===== src/rtl/comb_mc_if.sv =====
// rtl/comb_mc_if.sv - sample stream bundle for the multi-channel CIC comb stage
interface comb_mc_if #(
    parameter int SAMP_WIDTH = 18,
    parameter int OUT_WIDTH  = 18,
    parameter int CH_W       = 2
);
    logic signed [SAMP_WIDTH-1:0] samp_inp_data;
    logic        [CH_W-1:0]       samp_inp_chan;
    logic                         samp_inp_str;
    logic                         flush;
    logic signed [OUT_WIDTH-1:0]  samp_out_data;
    logic        [CH_W-1:0]       samp_out_chan;
    logic                         samp_out_str;
    logic                         chan_err;

    modport master (
        output samp_inp_data, samp_inp_chan, samp_inp_str, flush,
        input  samp_out_data, samp_out_chan, samp_out_str, chan_err
    );

    modport slave (
        input  samp_inp_data, samp_inp_chan, samp_inp_str, flush,
        output samp_out_data, samp_out_chan, samp_out_str, chan_err
    );
endinterface


===== src/rtl/comb_mc.sv =====
// rtl/comb_mc.sv - time-multiplexed CIC comb: y[n] = x[n] - x[n-M] per channel, with output pruning
module comb_mc #(
    parameter int SAMP_WIDTH = 18,
    parameter int OUT_WIDTH  = 18,
    parameter int CIC_M      = 1,
    parameter int CIC_CH     = 4,
    parameter int ROUND      = 0
) (
    input  logic      clk,
    input  logic      reset_n,
    comb_mc_if.slave  bus
);
    localparam int DROP = SAMP_WIDTH - OUT_WIDTH;
    localparam int PW   = (CIC_M > 1) ? $clog2(CIC_M) : 1;
    localparam int CH_W = (CIC_CH > 1) ? $clog2(CIC_CH) : 1;
    localparam logic [PW-1:0] PTR_LAST = PW'(CIC_M - 1);

    logic [SAMP_WIDTH-1:0] hist [CIC_CH][CIC_M];
    logic [PW-1:0]         ptr  [CIC_CH];

    logic                  in_range;
    logic                  accept;
    logic                  reject;
    logic [SAMP_WIDTH-1:0] old;
    logic [SAMP_WIDTH-1:0] diff;

    logic                  s1_vld;
    logic [SAMP_WIDTH-1:0] s1_diff;
    logic [CH_W-1:0]       s1_chan;
    logic [OUT_WIDTH-1:0]  pruned;

    assign in_range = 32'(bus.samp_inp_chan) < CIC_CH;
    assign accept   = bus.samp_inp_str & ~bus.flush & in_range;
    assign reject   = bus.samp_inp_str & ~bus.flush & ~in_range;

    // Read-before-write: the history slot about to be overwritten holds x[n-M].
    always_comb begin
        old = '0;
        for (int c = 0; c < CIC_CH; c++) begin
            if (bus.samp_inp_chan == CH_W'(c)) begin
                old = hist[c][ptr[c]];
            end
        end
    end

    assign diff = bus.samp_inp_data - old;

    always_ff @(posedge clk or negedge reset_n) begin
        if (!reset_n) begin
            for (int c = 0; c < CIC_CH; c++) begin
                ptr[c] <= '0;
                for (int k = 0; k < CIC_M; k++) begin
                    hist[c][k] <= '0;
                end
            end
        end else if (bus.flush) begin
            for (int c = 0; c < CIC_CH; c++) begin
                ptr[c] <= '0;
                for (int k = 0; k < CIC_M; k++) begin
                    hist[c][k] <= '0;
                end
            end
        end else if (accept) begin
            for (int c = 0; c < CIC_CH; c++) begin
                if (bus.samp_inp_chan == CH_W'(c)) begin
                    hist[c][ptr[c]] <= bus.samp_inp_data;
                    ptr[c]          <= (ptr[c] == PTR_LAST) ? '0 : ptr[c] + 1'b1;
                end
            end
        end
    end

    always_ff @(posedge clk or negedge reset_n) begin
        if (!reset_n) begin
            s1_vld       <= 1'b0;
            s1_diff      <= '0;
            s1_chan      <= '0;
            bus.chan_err <= 1'b0;
        end else begin
            s1_vld       <= accept;
            bus.chan_err <= reject;
            if (accept) begin
                s1_diff <= diff;
                s1_chan <= bus.samp_inp_chan;
            end
        end
    end

    generate
        if (DROP == 0) begin : g_full
            assign pruned = s1_diff;
        end else begin : g_prune
            // Bias by half an output LSB for round-half-up; the sum wraps in SAMP_WIDTH bits.
            localparam logic [SAMP_WIDTH-1:0] HALF =
                (ROUND != 0) ? (SAMP_WIDTH'(1) << (DROP - 1)) : '0;
            logic [SAMP_WIDTH-1:0] biased;
            assign biased = s1_diff + HALF;
            assign pruned = biased[SAMP_WIDTH-1:DROP];
        end
    endgenerate

    always_ff @(posedge clk or negedge reset_n) begin
        if (!reset_n) begin
            bus.samp_out_str  <= 1'b0;
            bus.samp_out_data <= '0;
            bus.samp_out_chan <= '0;
        end else begin
            bus.samp_out_str <= s1_vld;
            if (s1_vld) begin
                bus.samp_out_data <= pruned;
                bus.samp_out_chan <= s1_chan;
            end
        end
    end
endmodule


===== src/flat_wrapper.sv =====
// flat-port wrapper written by rule: the top's interface ports become plain ports
module comb_mc_flat 
#(
    parameter int SAMP_WIDTH = 18,
    parameter int OUT_WIDTH  = 18,
    parameter int CIC_M      = 1,
    parameter int CIC_CH     = 4,
    parameter int ROUND      = 0
)
  (clk, reset_n, bus_samp_inp_data, bus_samp_inp_chan, bus_samp_inp_str, bus_flush, bus_samp_out_data, bus_samp_out_chan, bus_samp_out_str, bus_chan_err);
  comb_mc_if #(.SAMP_WIDTH(SAMP_WIDTH), .OUT_WIDTH(OUT_WIDTH), .CH_W(2)) bus_i ();
  input  logic clk;
  input  logic reset_n;
  input wire logic [$bits(bus_i.samp_inp_data)-1:0] bus_samp_inp_data;
  input wire logic [$bits(bus_i.samp_inp_chan)-1:0] bus_samp_inp_chan;
  input wire logic [$bits(bus_i.samp_inp_str)-1:0] bus_samp_inp_str;
  input wire logic [$bits(bus_i.flush)-1:0] bus_flush;
  output wire logic [$bits(bus_i.samp_out_data)-1:0] bus_samp_out_data;
  output wire logic [$bits(bus_i.samp_out_chan)-1:0] bus_samp_out_chan;
  output wire logic [$bits(bus_i.samp_out_str)-1:0] bus_samp_out_str;
  output wire logic [$bits(bus_i.chan_err)-1:0] bus_chan_err;
  assign bus_i.samp_inp_data = bus_samp_inp_data;
  assign bus_i.samp_inp_chan = bus_samp_inp_chan;
  assign bus_i.samp_inp_str = bus_samp_inp_str;
  assign bus_i.flush = bus_flush;
  assign bus_samp_out_data = bus_i.samp_out_data;
  assign bus_samp_out_chan = bus_i.samp_out_chan;
  assign bus_samp_out_str = bus_i.samp_out_str;
  assign bus_chan_err = bus_i.chan_err;
  comb_mc #(.SAMP_WIDTH(SAMP_WIDTH), .OUT_WIDTH(OUT_WIDTH), .CIC_M(CIC_M), .CIC_CH(CIC_CH), .ROUND(ROUND)) u_core (.clk(clk), .reset_n(reset_n), .bus(bus_i));
endmodule

===== config.mk =====
export PLATFORM = sky130hd
export DESIGN_NAME = comb_mc_flat
export DESIGN_NICKNAME = d
export VERILOG_FILES = /design/src/rtl/comb_mc_if.sv /design/src/rtl/comb_mc.sv /design/src/flat_wrapper.sv
export SDC_FILE = /design/constraint.sdc
export NUM_CORES = 1
export LEC_CHECK = 0
export CAP_MARGIN = 5
export CORE_UTILIZATION = 60
export DETAILED_ROUTE_END_ITERATION = 8
export GPL_ROUTABILITY_DRIVEN = 0
export PLACE_DENSITY = 0.82
export SLEW_MARGIN = 15
export SYNTH_ARGS = -nofsm -noshare
export SYNTH_HDL_FRONTEND = slang
export SYNTH_SLANG_ARGS = --single-unit

===== constraint.sdc =====
create_clock -name clk -period 5.3 [get_ports clk]
set_input_delay 1.06 -clock clk [delete_from_list [all_inputs] [get_ports clk]]
set_output_delay 1.06 -clock clk [all_outputs]
set_load 0.03 [all_outputs]

==> results.yml, run 1 <==
clocking:
  cts.reportedPaths.clkPinSlew_ns: 0.06
  cts.sinks: 114
  cts_tree: "yes"
  cts_buffers: 17
  clockBufferDepth: 2
  cts_resized: 0
  cts_max_level: 4
  clockRootBuffer: "clkbuf_8"
  post_cts_buffers: 0
  ctsHoldBuffers: 0
  clk-insertion-delay-late_ns: 0.52
worst_setup_path:
  reg2reg_slack_ns: 2.47
  regToRegStartpoint: "u_core.hist[20]$_DFFE_PN0P_"
  crit_type: "primary input to flip-flop"
  slowest_stage: "clkdlybuf4s50_1"
  cp_max_fo: 22
  path_cells: "clkdlybuf4s50_1 > buf_4 > mux4_2 > inv_1 > ha_1 > o21a_1 > o31a_4 > o41ai_2 > nand2b_1 > xnor2_1 > o21ai_0"
  regToRegEndpoint: "u_core.pruned[12]$_DFFE_PN0P_"
  reg2reg_depth: 9
  cp.arrival_ns: 4.45
  setup.worst_path.end_class: "flip-flop"
  required_ns: 5.72
  start_kind: "primary input"
  cp_slowest_stage_delay_ns: 0.73
finish:
  fin_cells: 770
  synthToLayoutAreaGrowth_pct: 18.7
  layout.area.seq_mm2: 0.00285
  final_util: 0.737
  multi_input_area_mm2: 0.00268
  final_area_mm2: 0.00685
  antenna_cells: 0
  drive_gt1_frac: 0.137
  finalNetCount: 671
  nFillCells: 680
run:
  drv_cap: 0
placement:
  place_inst: 739
  io_buffers: 44
  dp_hpwl_mm: 9.04
  placed_area_mm2: 0.00626
floorplanning:
  fp.dieH_um: 100
  rows: 35
  initial_core_util: 0.621
  die-area_mm2: 0.0100
  fp.coreArea_mm2: 0.00928
  die_x_um: 100
  ios: 46
grt:
  grtUsageTotal: 0.308
  grt_antenna_before_repair: 0
  grt_max_degree: 74
  grt_overflow: 0
  grt_pass1_wl_mm: 23.3
  grt_pass1_vias: 4806
power_and_ir_drop:
  internal_power_uw: 1900
  power_switching_uw: 719
  vdd_drop_max_v: 0.000214
  leakagePower_uw: 0.00291
  switching_share: 0.275
  pwr-share-seq: 0.386
  combinationalPowerShare: 0.182
  pwr-share-clk: 0.432
  pwr_density_cell_mw_per_mm2: 382
sta:
  hold_viol: 0
  slew_headroom: 0.392
  slew_violations: 0
  tightest_slew_ns: 0.909
  rsz0062_at_grt: "no"
  fin_skew_ns: 0.00670
  period_needed_ns: 4.04
  period_share: 0.761
  setup_viol: 0
  fmax_ghz: 0.248
  fin_tns_setup_ns: 0
route:
  via_per_inst: 6.06
  route.detailed.drc: 0
  drtIter0Drc: 444
  wirelength_mm: 14.0
  postRouteAntennaNets: 0
  wl_per_cell_um: 18.1
  drt_first_pass_iters: 5
  vias: 4668
logic_synthesis:
  synth_seq_area_share: 0.495
  synth_area_mm2: 0.00577
  synth-edff-count: 0
  synthFlopType: "dfrtp_1"
  yosys_warnings: 0
  ys_ff_latch: 114
  synthArstFlopShare: 1.00
  synthesis.instances: 596
  avgSynthCellArea_um2: 9.68
  synth_nets: 638
  ys_types: 51
hold_path:
  hold_class: "flip-flop to flip-flop"
  worstHoldEndpoint: "u_core.pruned[4]$_DFFE_PN0P_"
  holdPathStages: 1
  min_from: "u_core.pruned[4]$_DFFE_PN0P_"
outcome:
  outcome: "completed"
Yosys cell counts (all sizes together), types with 4 or more instances:
cell type / count / area [um^2]
dfrtp: 114 / 2850
nand2: 173 / 649
nand4: 6 / 37.5
a21oi: 85 / 425
buf: 12 / 61.3
ha: 17 / 213
nor2: 10 / 37.5
nand3: 6 / 30.0
or2: 4 / 25.0
clkbuf: 26 / 97.6
mux4: 18 / 405
mux2: 20 / 225
xnor2: 7 / 61.3
o21ai: 23 / 119
a21o: 7 / 52.6
inv: 19 / 71.3
kinds of logic (layout without fill, tap and decap cells):
| group | Yosys count | after routing | share of synthesized area |
|---|---|---|---|
| fa+ha+maj | 18 | 18 | 0.0403 |
| flops | 114 | 114 | 0.495 |
| compound gates | 138 | 138 | 0.139 |
| simple gates | 219 | 219 | 0.160 |
| xor+xnor | 10 | 10 | 0.0152 |
| mux | 38 | 38 | 0.109 |
| buf+inv | 58 | 103 | 0.0406 |
| other cells | 1 | 1 | 0.000650 |
through the flow:
step	setup slack (ns)	total power [uW]	hold WS, ns
final	1.26	2620	0.478
after floorplan	1.62	1310	0.370
after global placement	1.03	1470	0.459
after global routing	1.18	2720	0.508
after CTS	1.30	2620	0.481
after detailed placement	0.920	1490	0.465
layout make-up:
type                            instances  area share
Clock buffer                           21      0.0656
Clock inverter                         10      0.0196
Multi-Input combinational cell        424       0.392
Timing Repair Buffer                   52      0.0720
Inverter                               20      0.0110
Tap cell                              129      0.0236
Sequential cell                       114       0.417
power by group through the flow:
stage	Clock [uW]	Sequential (uW)	Combinational, uW
floorplan	0	1090	213
CTS	1140	1010	477
finish	1130	1010	476
detailed placement	0	1020	470
global placement	0	1020	457
global route	1180	1020	515
critical path: cells and delay by family:
| family | cells | cell delay, ns |
|---|---|---|
| multiplexers | 1 | 0.57 |
| adder cells (fa/ha/maj) | 1 | 0.26 |
| XOR/XNOR | 1 | 0.16 |
| buffers and inverters | 3 | 1.25 |
| AND/OR/NAND/NOR | 1 | 0.16 |
| AO/OA/AOI/OAI | 4 | 1.00 |
flip-flops by register name (all words and copies together) (netlist names):
| name | count |
|---|---|
| u_core.s1_chan | 2 |
| u_core.bus.samp_out_data | 18 |
| u_core.s1_vld | 1 |
| u_core.bus.samp_out_str | 1 |
| u_core.pruned | 18 |
| u_core.hist | 72 |
| u_core.bus.samp_out_chan | 2 |
cells in the final DEF (no fill, tap or decap), types with 3 or more instances in the layout:
cell / n
or2_2: 4
ha_1: 17
nor2_1: 10
a21oi_1: 85
nand2_1: 173
nor3_1: 3
nand3_1: 6
clkinv_2: 4
a21o_1: 7
inv_1: 19
o21a_1: 3
nand2b_1: 3
xnor2_1: 7
buf_4: 9
xor2_1: 3
nand4_1: 6
clkdlybuf4s50_1: 42
o31ai_1: 3
clkbuf_16: 16
clkbuf_8: 3
dfrtp_1: 114
mux4_2: 18
mux2_2: 20
o21ai_0: 21
bufinv_16: 3
a211oi_1: 3
layer usage:
layer	up-vias	track usage	part of all wire
met5	-	0	0
li1	2111	-	-
met2	216	0.511	0.50
met4	0	0.158	0.032
met3	52	0.0620	0.060
met1	2289	0.388	0.41
worst max path at each step:
stage,start,end,slack (ns),cells after the start
after global routing,bus_samp_inp_chan[0],u_core.pruned[12]$_DFFE_PN0P_,1.18,11
final,bus_samp_inp_chan[0],u_core.pruned[12]$_DFFE_PN0P_,1.26,11
after floorplan,bus_samp_inp_chan[0],u_core.pruned[10]$_DFFE_PN0P_,1.62,11
after detailed placement,bus_samp_inp_chan[0],u_core.pruned[16]$_DFFE_PN0P_,0.92,11
after global placement,bus_samp_inp_chan[0],u_core.pruned[10]$_DFFE_PN0P_,1.03,10
after CTS,bus_samp_inp_chan[0],u_core.pruned[12]$_DFFE_PN0P_,1.30,11
Note: power is estimated with default switching activity, not from simulation.
==> run 2, diff against run 1 <==
CORE_UTILIZATION = 58   (was 60)
PLACE_DENSITY = 0.79   (was 0.82)
clock period = 4.1 ns   (was 5.3 ns; I/O delays follow)
==> results.yml, run 2 (synthesis results as in run 1) <==
worst_setup_path:
  regToRegStartpoint: "u_core.hist[2]$_DFFE_PN0P_"
  crit_start: "bus_samp_inp_chan[0]"
  cp_max_fo: 4
  required_ns: 4.49
  start_kind: "primary input"
  cp_slowest_stage_delay_ns: 0.59
  path_buf_inv: 3
  cp_top_family: "compound AO/OA/AOI/OAI gates"
  reg2reg_slack_ns: 1.37
  setup.worst_path.end_class: "flip-flop"
  slowest_stage: "clkdlybuf4s50_1"
  path_cells: "clkdlybuf4s50_1 > buf_4 > mux4_2 > inv_1 > ha_1 > nor2b_1 > o2111ai_1 > nand2_1 > a21boi_1 > o21ai_0 > a221o_1"
  cp.arrival_ns: 3.80
  crit_type: "primary input to flip-flop"
route:
  via_per_inst: 5.93
  wl_per_cell_um: 17.3
  wirelength_mm: 13.5
  drtIter0Drc: 333
  postRouteAntennaNets: 0
  vias: 4599
  drt_first_pass_iters: 5
  route.detailed.drc: 0
sta:
  rsz0062_at_grt: "no"
  fin_skew_ns: 0.00802
  slew_headroom: 0.394
  period_share: 0.831
  period_needed_ns: 3.41
  setup_slack_ns: 0.692
  fmax_ghz: 0.293
  tightest_slew_ns: 0.907
  fin_tns_setup_ns: 0
  setup_viol: 0
  slew_violations: 0
  hold_ws_ns: 0.386
  hold_viol: 0
floorplanning:
  ios: 46
  fp.coreArea_mm2: 0.00968
  die_x_um: 102
  rows: 36
  die-area_mm2: 0.0103
  fp.dieH_um: 102
  initial_core_util: 0.596
power_and_ir_drop:
  pwr_density_cell_mw_per_mm2: 488
  vdd_drop_max_v: 0.000236
  leakagePower_uw: 0.00292
  finalPower_uw: 3370
grt:
  grt_pass1_vias: 4500
  grt_max_degree: 115
  grt_pass1_wl_mm: 22.1
  grtUsageTotal: 0.284
  grt_antenna_before_repair: 0
  grt_overflow: 0
run:
  drv_cap: 0
clocking:
  cts_tree: "yes"
  clockRootBuffer: "clkbuf_8"
  clk-insertion-delay-late_ns: 0.51
  cts.sinks: 114
  cts_max_level: 4
  clockBufferDepth: 2
  cts_buffers: 17
  cts.reportedPaths.clkPinSlew_ns: 0.06
  ctsHoldBuffers: 0
  post_cts_buffers: 0
  cts_resized: 0
placement:
  io_buffers: 44
  pre_cts_ws_ns: 0.217
  dp_hpwl_mm: 8.42
finish:
  drive_gt1_frac: 0.142
  largest_reg_flops: 72
  synthToLayoutAreaGrowth_pct: 19.7
  final_util: 0.713
  antenna_cells: 0
  final_cell_mix: "173 x nand2_1, 114 x dfrtp_1, 85 x a21oi_1"
  top_register: "u_core.hist"
  finalNetCount: 673
  layout_commonest_cell: "nand2_1"
hold_path:
  hold_class: "primary input to async pin"
outcome:
  outcome: "completed"
-- run 2: worst register-to-register path: stages (launching register included) --
cell	delay, ns
dfrtp_1	0.39
mux4_2	0.49
inv_1	0.07
ha_1	0.26
nor2b_4	0.15
o31a_4	0.30
o41ai_2	0.47
a21oi_1	0.15
xnor2_1	0.19
o21ai_0	0.11
-- run 2: worst paths after layout --
check,end,cells past startpoint
min in group clk,u_core.pruned[13]$_DFFE_PN0P_,2
max reg2reg,u_core.pruned[14]$_DFFE_PN0P_,9
min,u_core.bus.samp_out_data[3]$_DFFE_PN0P_,2
min reg2reg,u_core.pruned[13]$_DFFE_PN0P_,2
max,u_core.pruned[15]$_DFFE_PN0P_,11
max in group asynchronous,u_core.hist[68]$_DFFE_PN0P_,2
-- run 2: area by class of cell --
class	count	area (um^2)
clock inverter	13	163
clock buffer	18	418
fill	672	2780
sequential	114	2850
timing repair buffer	54	546
multi-input combinational	424	2680
tap	133	166
inverter	20	75.1
-- run 2: power breakdown --
group / switching (uW) / internal, uW
clock network: 527 / 921
logic: 352 / 268
registers: 59.2 / 1240
-- run 2: through the flow --
step | instance area, um^2 | cells
after floorplan | 5770 | 596
after global placement | 6320 | 745
after detailed placement | 6320 | 745
after CTS | 6900 | 776
after global routing | 6900 | 776
final | 6900 | 776
-- run 2: layer usage --
layer  share of wire  vias up  GRT usage
met5               0        -          0
met2            0.50      216      0.457
met3           0.068       26     0.0607
met4           0.017        0      0.110
met1            0.41     2230      0.380
li1                -     2127          -
